File: config.mk
export PLATFORM = sky130hd
export DESIGN_NAME = sync_fifo_prog_flat
export DESIGN_NICKNAME = d
export VERILOG_FILES = /design/src/rtl/fifo_pkg.sv /design/src/rtl/sync_fifo_prog_if.sv /design/src/rtl/fifo_mem.sv /design/src/rtl/sync_fifo_prog.sv /design/src/flat_wrapper.sv
export SDC_FILE = /design/constraint.sdc
export NUM_CORES = 1
export LEC_CHECK = 0
export ABC_AREA = 1
export BUFFER_PORTS_ARGS = -buffer_cell sky130_fd_sc_hd__buf_2
export CORE_UTILIZATION = 59
export DETAILED_ROUTE_END_ITERATION = 10
export PLACE_DENSITY = 0.79
export SKIP_LAST_GASP = 1
export SYNTH_ARGS = -nofsm -noshare
export SYNTH_HDL_FRONTEND = slang
export SYNTH_SLANG_ARGS = --single-unit
File: constraint.sdc
create_clock -name clk -period 2.7 [get_ports clk]
set_clock_uncertainty 0.15 [all_clocks]
set_input_delay 0.405 -clock clk [delete_from_list [all_inputs] [get_ports clk]]
set_output_delay 0.405 -clock clk [all_outputs]
set_load 0.02 [all_outputs]
File: src/rtl/fifo_pkg.sv
// Shared types, defaults and helpers for the programmable single-clock FIFO.
// Used by fifo_mem, sync_fifo_prog_if and sync_fifo_prog.
package fifo_pkg;

    localparam int DEF_DATA_WIDTH = 32'sd16;
    localparam int DEF_DEPTH      = 32'sd8;

    typedef struct packed {
        logic full;
        logic empty;
        logic almostfull;
        logic almostempty;
    } fifo_flags_t;

    // Ceiling log2 that never returns less than 1, so a pointer always has a bit.
    function automatic int clog2_safe(input int value);
        int r;
        r = 32'sd0;
        for (int i = 0; i < 32'sd31; i++) begin
            if ((32'sd1 <<< i) < value) begin
                r = i + 32'sd1;
            end else begin
                r = r;
            end
        end
        if (r < 32'sd1) begin
            r = 32'sd1;
        end else begin
            r = r;
        end
        return r;
    endfunction

endpackage

File: src/rtl/sync_fifo_prog_if.sv
// Handshake/data/status bundle between a FIFO user (master) and sync_fifo_prog (slave).
interface sync_fifo_prog_if
    import fifo_pkg::*;
#(
    parameter int DATA_WIDTH = DEF_DATA_WIDTH,
    parameter int DEPTH      = DEF_DEPTH,
    parameter int AW         = clog2_safe(DEPTH)
);
    logic [DATA_WIDTH-1:0] data_in;
    logic                  wr_en;
    logic                  rd_en;
    logic [AW:0]           af_thresh;
    logic [AW:0]           ae_thresh;
    logic [DATA_WIDTH-1:0] data_out;
    logic                  full;
    logic                  empty;
    logic                  almostfull;
    logic                  almostempty;
    logic                  wr_ack;
    logic                  overflow;
    logic                  underflow;
    logic [AW:0]           count;

    modport master (
        output data_in, wr_en, rd_en, af_thresh, ae_thresh,
        input  data_out, full, empty, almostfull, almostempty,
               wr_ack, overflow, underflow, count
    );

    modport slave (
        input  data_in, wr_en, rd_en, af_thresh, ae_thresh,
        output data_out, full, empty, almostfull, almostempty,
               wr_ack, overflow, underflow, count
    );
endinterface

File: src/rtl/fifo_mem.sv
// DEPTH x DATA_WIDTH storage: synchronous write port, combinational read port.
module fifo_mem
    import fifo_pkg::*;
#(
    parameter int DATA_WIDTH = DEF_DATA_WIDTH,
    parameter int DEPTH      = DEF_DEPTH,
    parameter int AW         = clog2_safe(DEPTH)
) (
    input  logic                  clk,
    input  logic                  we,
    input  logic [AW-1:0]         waddr,
    input  logic [DATA_WIDTH-1:0] wdata,
    input  logic [AW-1:0]         raddr,
    output logic [DATA_WIDTH-1:0] rdata
);

    logic [DATA_WIDTH-1:0] mem_r [DEPTH];

    // Array write; contents deliberately survive reset.
    always_ff @(posedge clk) begin
        if (we) begin
            mem_r[waddr] <= wdata;
        end
    end

    assign rdata = mem_r[raddr];

endmodule

File: src/rtl/sync_fifo_prog.sv
// Parametrised single-clock FIFO with programmable almost-full/almost-empty thresholds.
// Define SYNC_FIFO_PROG_FWFT_EN for first-word-fall-through reads; default is registered read.
module sync_fifo_prog
    import fifo_pkg::*;
#(
    parameter int DATA_WIDTH = DEF_DATA_WIDTH,
    parameter int DEPTH      = DEF_DEPTH,
    parameter int AW         = clog2_safe(DEPTH)
) (
    input  logic             clk,
    input  logic             rst_n,
    sync_fifo_prog_if.slave  bus
);

    localparam logic [AW:0] DEPTH_C = (AW + 1)'(DEPTH);

    logic [AW-1:0]         wr_ptr_r;
    logic [AW-1:0]         rd_ptr_r;
    logic [AW:0]           count_r;
    logic [AW:0]           count_nxt_s;
    logic [DATA_WIDTH-1:0] data_out_r;
    logic [DATA_WIDTH-1:0] rdata_s;
    logic                  wr_ack_r;
    logic                  overflow_r;
    logic                  underflow_r;
    logic                  wr_acc_s;
    logic                  rd_acc_s;
    fifo_flags_t           flags_s;

    fifo_mem #(
        .DATA_WIDTH (DATA_WIDTH),
        .DEPTH      (DEPTH),
        .AW         (AW)
    ) u_mem (
        .clk   (clk),
        .we    (wr_acc_s),
        .waddr (wr_ptr_r),
        .wdata (bus.data_in),
        .raddr (rd_ptr_r),
        .rdata (rdata_s)
    );

    // Status flags decoded from occupancy; thresholds compare unsigned.
    always_comb begin
        flags_s             = '0;
        flags_s.full        = (count_r == DEPTH_C);
        flags_s.empty       = (count_r == '0);
        flags_s.almostfull  = (count_r >= bus.af_thresh);
        flags_s.almostempty = (count_r <= bus.ae_thresh);
    end

    // Accept decisions and next occupancy from the current-cycle flags.
    always_comb begin
        wr_acc_s    = bus.wr_en & ~flags_s.full;
        rd_acc_s    = bus.rd_en & ~flags_s.empty;
        count_nxt_s = count_r;
        case ({wr_acc_s, rd_acc_s})
            2'b10:   count_nxt_s = count_r + {{AW{1'b0}}, 1'b1};
            2'b01:   count_nxt_s = count_r - {{AW{1'b0}}, 1'b1};
            default: count_nxt_s = count_r;
        endcase
    end

    // Pointers, occupancy, handshake pulses and the read-data register.
    always_ff @(posedge clk or negedge rst_n) begin
        if (!rst_n) begin
            wr_ptr_r    <= '0;
            rd_ptr_r    <= '0;
            count_r     <= '0;
            data_out_r  <= '0;
            wr_ack_r    <= 1'b0;
            overflow_r  <= 1'b0;
            underflow_r <= 1'b0;
        end else begin
            count_r     <= count_nxt_s;
            wr_ack_r    <= wr_acc_s;
            overflow_r  <= bus.wr_en & flags_s.full;
            underflow_r <= bus.rd_en & flags_s.empty;
            if (wr_acc_s) begin
                wr_ptr_r <= wr_ptr_r + {{(AW-1){1'b0}}, 1'b1};
            end
            // In FWFT mode this register keeps the last popped word for the empty case.
            if (rd_acc_s) begin
                rd_ptr_r   <= rd_ptr_r + {{(AW-1){1'b0}}, 1'b1};
                data_out_r <= rdata_s;
            end
        end
    end

`ifdef SYNC_FIFO_PROG_FWFT_EN
    assign bus.data_out = flags_s.empty ? data_out_r : rdata_s;
`else
    assign bus.data_out = data_out_r;
`endif

    assign bus.full        = flags_s.full;
    assign bus.empty       = flags_s.empty;
    assign bus.almostfull  = flags_s.almostfull;
    assign bus.almostempty = flags_s.almostempty;
    assign bus.wr_ack      = wr_ack_r;
    assign bus.overflow    = overflow_r;
    assign bus.underflow   = underflow_r;
    assign bus.count       = count_r;

endmodule

File: src/flat_wrapper.sv
// flat-port wrapper written by rule: the top's interface ports become plain ports
module sync_fifo_prog_flat import fifo_pkg::*;
#(
    parameter int DATA_WIDTH = DEF_DATA_WIDTH,
    parameter int DEPTH      = DEF_DEPTH,
    parameter int AW         = clog2_safe(DEPTH)
)
  (clk, rst_n, bus_data_in, bus_wr_en, bus_rd_en, bus_af_thresh, bus_ae_thresh, bus_data_out, bus_full, bus_empty, bus_almostfull, bus_almostempty, bus_wr_ack, bus_overflow, bus_underflow, bus_count);
  sync_fifo_prog_if #(.DATA_WIDTH(DATA_WIDTH), .DEPTH(DEPTH), .AW(AW)) bus_i ();
  input  logic clk;
  input  logic rst_n;
  input wire logic [$bits(bus_i.data_in)-1:0] bus_data_in;
  input wire logic [$bits(bus_i.wr_en)-1:0] bus_wr_en;
  input wire logic [$bits(bus_i.rd_en)-1:0] bus_rd_en;
  input wire logic [$bits(bus_i.af_thresh)-1:0] bus_af_thresh;
  input wire logic [$bits(bus_i.ae_thresh)-1:0] bus_ae_thresh;
  output wire logic [$bits(bus_i.data_out)-1:0] bus_data_out;
  output wire logic [$bits(bus_i.full)-1:0] bus_full;
  output wire logic [$bits(bus_i.empty)-1:0] bus_empty;
  output wire logic [$bits(bus_i.almostfull)-1:0] bus_almostfull;
  output wire logic [$bits(bus_i.almostempty)-1:0] bus_almostempty;
  output wire logic [$bits(bus_i.wr_ack)-1:0] bus_wr_ack;
  output wire logic [$bits(bus_i.overflow)-1:0] bus_overflow;
  output wire logic [$bits(bus_i.underflow)-1:0] bus_underflow;
  output wire logic [$bits(bus_i.count)-1:0] bus_count;
  assign bus_i.data_in = bus_data_in;
  assign bus_i.wr_en = bus_wr_en;
  assign bus_i.rd_en = bus_rd_en;
  assign bus_i.af_thresh = bus_af_thresh;
  assign bus_i.ae_thresh = bus_ae_thresh;
  assign bus_data_out = bus_i.data_out;
  assign bus_full = bus_i.full;
  assign bus_empty = bus_i.empty;
  assign bus_almostfull = bus_i.almostfull;
  assign bus_almostempty = bus_i.almostempty;
  assign bus_wr_ack = bus_i.wr_ack;
  assign bus_overflow = bus_i.overflow;
  assign bus_underflow = bus_i.underflow;
  assign bus_count = bus_i.count;
  sync_fifo_prog #(.DATA_WIDTH(DATA_WIDTH), .DEPTH(DEPTH), .AW(AW)) u_core (.clk(clk), .rst_n(rst_n), .bus(bus_i));
endmodule
# Yosys cells after proc, flatten, opt, wreduce, memory -nomap -nowiden

Memory sizes are Yosys's and may differ from the RTL's. A register that Yosys moved wholly into a read port is not among the register bits.
Cells that the tools add are included.

$add $sub $neg: 4
$lt $le $gt $ge: 2
Equal/unequal tests: 3
Muxes and demuxes: 3
Bitwise logic cells: 6
Reduce and logical (&&, ||, !) cells: 3

Operators with widths:

| kind                                                 | count |
|---|---|
| one-hot mux 4 bit (2 select lines)                   | 1 |
| adder 3 x 1 -> 3 bit (second input constant)         | 2 |
| adder 4 x 1 -> 4 bit (second input constant)         | 1 |
| bitwise AND 1 bit                                    | 4 |
| equality test 4 bit (second input constant)          | 1 |
| greater-or-equal comparator 4 bit                    | 1 |
| less-or-equal comparator 4 bit                       | 1 |
| logical NOT 4 bit                                    | 1 |
| subtractor 4 x 1 -> 4 bit (second input constant)    | 1 |
| equality test 2 x 1 -> 1 bit (second input constant) | 1 |
| equality test 2 bit (second input constant)          | 1 |
| two-way mux 1 bit                                    | 2 |
| inverter 1 bit                                       | 2 |
| nonzero test 2 bit                                   | 1 |
| logical NOT 1 bit                                    | 1 |

Register bits after elaboration: 13
Bits in writable memories: 128
Input bits: 28
Memories: 1

Memory list:

| name               | words | width | rd ports | clocked after memory_dff | write ports | line           | text |
|---|---|---|---|---|---|---|---|
| u_core.u_mem.mem_r | 8     | 16    | 1        | 1                        | 1           | fifo_mem.sv:17 | `logic [DATA_WIDTH-1:0] mem_r [DEPTH];` |

# Logic depth before layout (Yosys ltp)

Gate-level depths: netlist of the first run.

Depth in word-level cells: 5
Depth in mapped cells: 14
Gate-level depth less buffers: 13

# By module

A second synthesis of the first run with hierarchy kept.

Cells, all modules: 737
Area total of the unflattened synthesis: 7146.9 µm²

Modules (own cells, without submodules):

| module         | times used | cells each | area an instance (µm²) |
|---|---|---|---|
| fifo_mem       | 1          | 571        | 5669.2 |
| sync_fifo_prog | 1          | 166        | 1477.7 |

# Worst setup path after synthesis of the first run

Ideal clock, no wire load.

Path kind: reg2reg
Start point: register u_core.count_r[1], in the netlist u_core.bus.count[1]
End point: memory u_core.u_mem.mem_r[0][0] (netlist bit), enable pin
Library setup time: 0.388 ns
Arrival time: 1.847 ns
Data required time: 2.162 ns
Slack: 0.315 ns
Stages on the path, launching flop included: 6
Path buffers: 0
Cells stage by stage: dfrtp_1 -> nor2_1 -> nand3_1 -> nand2_2 -> or2_1 -> nor2_1

Longest elaborated chain between the ends: 5

Ends and longest elaborated chain:

| element                                 | line                 | text |
|---|---|---|
| start, declared                         | sync_fifo_prog.sv:19 | `logic [AW:0] count_r;` |
| start signal, assigned                  | sync_fifo_prog.sv:75 | `count_r <= count_nxt_s;` |
| equality test 4 bit                     | sync_fifo_prog.sv:46 | `flags_s.full = (count_r == DEPTH_C);` |
| inverter 1 bit                          | sync_fifo_prog.sv:54 | `wr_acc_s = bus.wr_en & ~flags_s.full;` |
| bitwise AND 1 bit                       | sync_fifo_prog.sv:54 |  |
| two-way mux 1 bit                       | fifo_mem.sv:21       | `if (we) begin` |
| two-way mux 1 bit (implied by the code) | fifo_mem.sv:22       | `mem_r[waddr] <= wdata;` |
| end, declared                           | fifo_mem.sv:17       |  |

Every way passes these cells.

# Worst setup path in the final report of the first run

Start point: register u_core.count_r[1], in the netlist u_core.bus.count[1]
End point: output port bus_almostempty

Longest elaborated chain between the ends: 1

Ends and longest elaborated chain:

| element                        | line                 | text |
|---|---|---|
| less-or-equal comparator 4 bit | sync_fifo_prog.sv:49 | `flags_s.almostempty = (count_r <= bus.ae_thresh);` |
| end, declared                  | flat_wrapper.sv:21   | `output wire logic [$bits(bus_i.almostempty)-1:0] bus_almostempty;` |

Every way passes these cells.

==> results.rst, run 1 <==
.. list-table::
   :header-rows: 1

   * - Metric
     - Value
   * - CTS tree
     - done
   * - Number of remaining DRC errors
     - 0
   * - CTS Hold Bufs
     - 18
   * - Ranking of synthesized cells by area
     - edfxtp_1, dfrtp_1, nor2_1
   * - Logic depth of the worst register-to-register path
     - 10
   * - Arrival time of data at the critical path endpoint
     - 1.88 ns
   * - Worst reg2reg setup slack
     - 0.46 ns
   * - DP Worst Slack
     - 0.495 ns
   * - Core ar.
     - 0.0105 sq mm
   * - Worst ir drop on vdd
     - 0.708 mV
   * - Wire length of the first global-routing pass
     - 23000 um
   * - Data required, critical path
     - 2.14 ns
   * - Number of enable-type register cells in the synthesized netlist
     - 128
   * - Critical R2R Launch
     - u_core.bus.count[1]$_DFFE_PN0P_
   * - Post-cts gate resize count
     - 0
   * - Bufs and invs on worst path
     - 1
   * - Cell chosen for the clock root
     - clkbuf_8
   * - Final hold violations
     - 0
   * - Delay-heaviest family, CP
     - flip-flops
   * - Average cell area after synthesis
     - 11.6 sq um
   * - Async set or reset register ratio after synthesis
     - 0.185
   * - Clk sinks
     - 157
   * - Distinct cells, synth
     - 26
   * - Maximum operating frequency
     - 411 MHz
   * - Cells traversed along the worst timing path
     - ha_1 -> a21oi_1 -> o21ai_0 -> o21ai_0 -> buf_2
   * - Post-synthesis sequential area ratio
     - 0.705
   * - Yosys top cell area share
     - 0.593
   * - Final cell count without fillers
     - 794
   * - Count of mapped cells out of synthesis
     - 561
   * - Area growth from synthesis to layout
     - 19.0%
   * - HPWL Detailed
     - 8180 um
   * - Final non-filler cell area
     - 0.00771 sq mm
   * - Most common library cell in the layout ignoring fill and taps
     - nor2_1
   * - Worst slew margin relative to its limit
     - 0.298
   * - Cell seen most often among critical-path stages
     - o21ai_0
   * - Antenna violations before repair
     - 0
   * - Worst Setup Start Kind
     - flip-flop
   * - Die height
     - 107 um
   * - GR Overflow Total
     - 0
   * - Clock Path Buffers
     - 2
   * - Origin of the worst setup path
     - u_core.bus.count[1]$_DFFE_PN0P_
   * - Level count of the clock H-tree
     - 4
   * - Fraction of final layout cells with drive strength greater than 1
     - 0.169
   * - Total power per unit cell area
     - 1140 mW/mm^2
   * - Type of the most critical hold path
     - in -> reg
   * - Number of nets in the final layout
     - 686
   * - CTS buffer count
     - 17
   * - Result of the run
     - complete, no violations
   * - Max-capacitance violation count
     - 0
   * - Share of the cycle needed by the critical path after routing
     - 0.902
   * - Total number of yosys warnings
     - 0
   * - CTS clock-pin slew for the worst setup and hold paths
     - 0.06 ns
   * - Standby leakage power
     - 3.08 nW
   * - Post-layout min period
     - 2.43 ns
   * - Drt first pass iters
     - 5
   * - Starting density of the core
     - 0.617
   * - Slew Viols, Final
     - 0
   * - Flip-flop cell with the highest count after synthesis
     - edfxtp_1
   * - Row cnt
     - 37
   * - Highest-delay cell along the critical path
     - dfrtp_1
   * - Commonest cells after routing, fill and taps aside
     - nor2_1, edfxtp_1, nand2_1
   * - Worst-skew pair later-pin latency
     - 0.54 ns
   * - Violation count after the first detailed-routing iteration
     - 390
   * - Unrepaired setup endpoints after global routing
     - no
   * - Transition time at the pin with the least slew margin
     - 1.05 ns
   * - Pin count of the biggest net entering global routing
     - 67
   * - Crit path to
     - bus_almostempty
   * - Setup Buffers After CTS
     - 0
   * - Post-Synthesis Net Count
     - 602
   * - Antenna Nets Post-Route
     - 0
   * - I/O pins
     - 55
   * - Vias
     - 4473
   * - Smallest setup slack after layout
     - 0.266 ns
   * - Global-route usage over all layers
     - 0.278
   * - Die area
     - 0.0114 sq mm
   * - WL per Instance
     - 17.9 um
   * - Setup Total Neg Slack
     - 0 ns
   * - Gp weighted congestion
     - 0.807
   * - Layout Utilization
     - 0.734
   * - Synthesized flop and latch total
     - 157
   * - Total design power
     - 8.82 mW
   * - Worst reg2reg endpoint
     - u_core.bus.count[2]$_DFFE_PN0P_
   * - CP Max Fanout
     - 8
   * - Start point of the worst min-delay path
     - bus_rd_en
   * - Die boundary width
     - 107 um
   * - Kind of end point of the critical path
     - output pin
   * - Final setup violating endpoints
     - 0
   * - Vias in the first global route
     - 4617
   * - Number of buffers added on ports
     - 54
   * - Via-to-Cell Ratio
     - 5.63
   * - Worst hold margin
     - 0.00685 ns
   * - Post-DP Area
     - 0.00691 sq mm
   * - Synthesized cell area
     - 0.00648 sq mm
   * - CP max stage delay
     - 0.47 ns
   * - Placed cell count
     - 744
   * - Routed wire length
     - 14200 um
   * - Diodes inserted
     - 0
   * - Logic depth of the worst setup path including buffers
     - 5
   * - Biggest area consumer among synthesized cells
     - edfxtp_1
   * - Type of the setup path with the least slack
     - reg -> out
-- state kept, by name (all words and copies together), names as in the netlist --
register              count
u_core.rd_ptr_r           3
u_core.bus.overflow       1
u_core.bus.count          4
u_core.bus.data_out      16
u_core.u_mem.mem_r      128
u_core.wr_ptr_r           3
u_core.bus.wr_ack         1
u_core.bus.underflow      1
-- how the worst min path moves through the flow --
stage | end | slack (ns) | cells after the start
floorplan | u_core.bus.count[0]$_DFFE_PN0P_ | -0.04 | 0
global placement | u_core.bus.data_out[2]$_DFFE_PN0P_ | 0.31 | 2
detailed placement | u_core.bus.data_out[0]$_DFFE_PN0P_ | 0.31 | 2
CTS | u_core.bus.underflow$_DFF_PN0_ | 0.0005 | 3
global route | u_core.bus.underflow$_DFF_PN0_ | 0.03 | 3
finish | u_core.bus.underflow$_DFF_PN0_ | 0.007 | 3
-- synthesized netlist by cell type, types with 2 or more instances --
master and number:
edfxtp_1 128, xor2_1 3, a21oi_1 4, dfrtp_1 29, ha_1 13, o21ai_0 26
inv_1 19, buf_1 2, buf_6 5, inv_2 6, nor2_1 143, clkbuf_1 5
xnor2_1 2, nand2_1 57, or2_1 2, nand3_1 53, o21ai_1 43, buf_2 9
buf_4 5
-- worst min-delay path, cell delays in order --
cell and delay (ns):
buf_2 0.07, inv_1 0.06, nor2_1 0.11
-- metal layers --
layer,routed length [um],part of all wire,vias to the layer above,GRT usage
met5,0,0,-,0
met4,383,0.027,0,0.148
met3,1080,0.076,33,0.0717
met2,7030,0.49,213,0.442
met1,5710,0.40,2132,0.352
li1,-,-,2095,-
-- report_power, final --
group / internal (mW) / total, mW / switching (mW) / leakage (nW)
sequential: 3.12 / 3.35 / 0.229 / 1.51
clock: 1.58 / 2.48 / 0.906 / 0.295
combinational: 0.943 / 2.98 / 2.04 / 1.28
total: 5.65 / 8.82 / 3.17 / 3.08
-- area by class of cell --
class,count,area [sq um]
flip-flops and latches,157,4570
clock inverters,14,199
clock buffers,18,418
fillers,661,2800
inverters,26,100
well taps,136,170
multi-input cells,352,1650
repair buffers,91,606
-- logic make-up after synthesis --
family / count (synthesis) / synth area share
flip-flops: 157 / 0.705
AND/OR/NAND/NOR: 259 / 0.164
buffers and inverters: 52 / 0.0409
adder cells (fa/ha/maj): 13 / 0.0251
AO/OA/AOI/OAI: 75 / 0.0585
XOR/XNOR: 5 / 0.00676
Note: power is estimated with default switching activity, not from simulation.
==> inputs of run 2 (changes only) <==
==> constraint.sdc (replaced) <==
create_clock -name clk -period 2.7 [get_ports clk]
set_clock_uncertainty 0.15 [all_clocks]
set_input_delay 0.54 -clock clk [delete_from_list [all_inputs] [get_ports clk]]
set_output_delay 0.54 -clock clk [all_outputs]
set_load 0.02 [all_outputs]
==> run 2 against run 1 <==
  * Routed wire length down 2.3%
  * Via count down 1.7%
  * Total power shrank 2.1%
  * Cell area shrank 2.7%
  * Fmax down 7.0%
  * Sequential power about the same
  * Clock power shrank 5%
  * Final cell count shrank 2.1%
  * Critical path type unchanged
  * Highest routed layer unchanged
==> results.rst, run 2 (synthesis results as in run 1) <==
.. list-table::
   :header-rows: 1

   * - Metric
     - Value
   * - Post-layout min period
     - 2.62 ns (was 2.43 ns)
   * - Bufs and invs on worst path
     - 1 (unchanged)
   * - Via-to-Cell Ratio
     - 5.66 (was 5.63)
   * - Worst Setup Start Kind
     - flip-flop (unchanged)
   * - Cell chosen for the clock root
     - clkbuf_8 (unchanged)
   * - Wire length on met1
     - 5920 um (was 5710 um)
   * - Highest-delay cell along the critical path
     - dfrtp_2 (was dfrtp_1)
   * - Gp weighted congestion
     - 0.771 (was 0.807)
   * - Total power per unit cell area
     - 1150 mW/mm^2 (was 1140 mW/mm^2)
   * - Setup Buffers After CTS
     - 0 (unchanged)
   * - Cell seen most often among critical-path stages
     - o21ai_0 (unchanged)
   * - Data required, critical path
     - 2.01 ns (was 2.14 ns)
   * - Drt first pass iters
     - 7 (was 5)
   * - Unrepaired setup endpoints after global routing
     - yes (was no)
   * - CP Max Fanout
     - 7 (was 8)
   * - Worst ir drop on vdd
     - 0.805 mV (was 0.708 mV)
   * - Max-capacitance violation count
     - 0 (unchanged)
   * - Design internal power
     - 5.49 mW (was 5.65 mW)
   * - Slew Viols, Final
     - 0 (unchanged)
   * - CTS tree
     - done (unchanged)
   * - Setup Total Neg Slack
     - 0 ns (unchanged)
   * - Arrival time of data at the critical path endpoint
     - 1.93 ns (was 1.88 ns)
   * - Area growth from synthesis to layout
     - 15.7% (was 19.0%)
   * - Standby leakage power
     - 3.00 nW (was 3.08 nW)
   * - Die boundary width
     - 107 um (unchanged)
   * - Result of the run
     - complete, no violations (unchanged)
   * - Most common library cell in the layout ignoring fill and taps
     - nor2_1 (unchanged)
   * - Antenna violations before repair
     - 0 (unchanged)
   * - I/O pins
     - 55 (unchanged)
   * - Transition time at the pin with the least slew margin
     - 1.02 ns (was 1.05 ns)
   * - CP max stage delay
     - 0.47 ns (about the same)
   * - Final hold violations
     - 0 (unchanged)
   * - Cells traversed along the worst timing path
     - ha_1 -> a21oi_1 -> o21ai_0 -> o21ai_0 -> buf_2 (unchanged)
   * - Placed cell count
     - 743 (was 744)
   * - HPWL Detailed
     - 8000 um (was 8180 um)
   * - Worst-skew pair later-pin latency
     - 0.54 ns (about the same)
   * - Total design power
     - 8.63 mW (was 8.82 mW)
   * - Power share of the clock group
     - 0.274 (was 0.282)
   * - Combinational group share of total power
     - 0.337 (was 0.338)
   * - Layout Utilization
     - 0.714 (was 0.734)
   * - Core ar.
     - 0.0105 sq mm (unchanged)
   * - Violation count after the first detailed-routing iteration
     - 460 (was 390)
   * - Switching part of the total power
     - 0.364 (was 0.360)
   * - CTS clock-pin slew for the worst setup and hold paths
     - 0.07 ns (was 0.06 ns)
   * - WL met2
     - 6760 um (was 7030 um)
   * - Row cnt
     - 37 (unchanged)
   * - Routed wire length
     - 13900 um (was 14200 um)
   * - Highest routed metal layer
     - met4 (unchanged)
   * - Vias
     - 4396 (was 4473)
   * - Clock Path Buffers
     - 2 (unchanged)
   * - WL per Instance
     - 17.9 um (about the same)
   * - Part of the power in registers
     - 0.389 (was 0.380)
   * - Smallest setup slack after layout
     - 0.0830 ns (was 0.266 ns)
   * - Maximum operating frequency
     - 382 MHz (was 411 MHz)
   * - Final setup violating endpoints
     - 0 (unchanged)
   * - Reg with most FFs
     - u_core.u_mem.mem_r (unchanged)
   * - Kind of end point of the critical path
     - output pin (unchanged)
   * - CTS buffer count
     - 17 (unchanged)
   * - Global-route usage over all layers
     - 0.270 (was 0.278)
   * - Reported net switching power
     - 3.14 mW (was 3.17 mW)
   * - Delay-heaviest family, CP
     - flip-flops (unchanged)
   * - Final non-filler cell area
     - 0.00750 sq mm (was 0.00771 sq mm)
   * - Clk sinks
     - 157 (unchanged)
   * - Number of remaining DRC errors
     - 0 (unchanged)
   * - Die area
     - 0.0114 sq mm (unchanged)
   * - Number of buffers added on ports
     - 54 (unchanged)
   * - Post-DP Area
     - 0.00689 sq mm (was 0.00691 sq mm)
   * - Worst slew margin relative to its limit
     - 0.320 (was 0.298)
   * - Number of flip-flops in the largest register
     - 128 (unchanged)
   * - Type of the most critical hold path
     - in -> reg (unchanged)
   * - Level count of the clock H-tree
     - 4 (unchanged)
   * - Vias in the first global route
     - 4345 (was 4617)
   * - GR Overflow Total
     - 0 (unchanged)
   * - Wire length of the first global-routing pass
     - 22200 um (was 23000 um)
   * - Type of the setup path with the least slack
     - reg -> out (unchanged)
   * - Worst hold margin
     - 0.0914 ns (was 0.00685 ns)
   * - Final cell count without fillers
     - 777 (was 794)
   * - Antenna Nets Post-Route
     - 0 (unchanged)
   * - Pin count of the biggest net entering global routing
     - 67 (unchanged)
   * - Routed length on met3
     - 1040 um (was 1080 um)
   * - Starting density of the core
     - 0.617 (unchanged)
   * - Fraction of final layout cells with drive strength greater than 1
     - 0.183 (was 0.169)
   * - Die height
     - 107 um (unchanged)
   * - Number of nets in the final layout
     - 668 (was 686)
   * - DP Worst Slack
     - 0.446 ns (was 0.495 ns)
   * - Commonest cells after routing, fill and taps aside
     - nor2_1, edfxtp_1, nand2_1 (unchanged)
   * - Share of the cycle needed by the critical path after routing
     - 0.969 (was 0.902)
run 2: cell count changes in the layout (fill, tap and decap cells not counted):
cell,before,now
dfrtp_1,28,25
dfrtp_2,1,4
bufinv_16,5,3
dlygate4sd3_1,18,1
clkbuf_8,1,3
clkinv_2,2,6
buf_12,1,0
clkinv_1,4,0
diode_2,0,1
run 2: repair_timing:
action / in CTS / in global routing
hold buffers: 1 / 0
endpoints found under the setup margin: 0 / 2
gates resized for setup: 0 / 3
endpoints found under the hold margin: 29 / 0
run 2: per-layer routing:
layer | vias to the layer above | GRT usage
met5 | - | 0
met1 | 2127 | 0.361
met2 | 188 | 0.429
met4 | 0 | 0.0841
li1 | 2065 | -
met3 | 16 | 0.0809
run 2: area by class of cell:
class / count / area, sq um
antenna: 1 / 2.50
clock buffer: 20 / 445
clock inverter: 12 / 144
fill: 681 / 3010
inverter: 26 / 100
multi-input combinational: 352 / 1650
sequential: 157 / 4570
tap: 136 / 170
timing repair buffer: 73 / 415
run 2: power groups by stage:
stage	clock [mW]	sequential [mW]	combinational (mW)
3_3_place_gp	0	3.38	2.77
2_1_floorplan	0	3.55	1.92
6_report	2.36	3.36	2.91
3_5_place_dp	0	3.40	2.88
5_1_grt	2.49	3.40	3.27
4_1_cts	2.39	3.35	2.92
run 2: path summary, 6_finish.rpt:
check                                                    startpoint                                   to  slack [ns]  cells past startpoint
worst max register to register      u_core.bus.count[1]$_DFFE_PN0P_      u_core.bus.count[2]$_DFFE_PN0P_        0.47                     10
worst max-delay path                u_core.bus.count[3]$_DFFE_PN0P_                      bus_almostempty        0.08                      5
max in group asynchronous                                     rst_n      u_core.bus.count[3]$_DFFE_PN0P_        1.45                      2
min in group asynchronous                                     rst_n  u_core.bus.data_out[13]$_DFFE_PN0P_        0.45                      2
worst min register to register  u_core.bus.data_out[11]$_DFFE_PN0P_  u_core.bus.data_out[11]$_DFFE_PN0P_        0.33                      2
worst min-delay path                                      bus_wr_en        u_core.bus.overflow$_DFF_PN0_        0.09                      3
run 2: worst register-to-register path: stages (launching register included):
cell     delay [ns]
dfrtp_2        0.47
nor2_1         0.19
nand3_1        0.16
nand2_2        0.14
ha_1           0.22
nor2_1         0.06
nor2_1         0.17
ha_1           0.17
a21oi_1        0.05
or2_1          0.23
a31oi_1        0.12
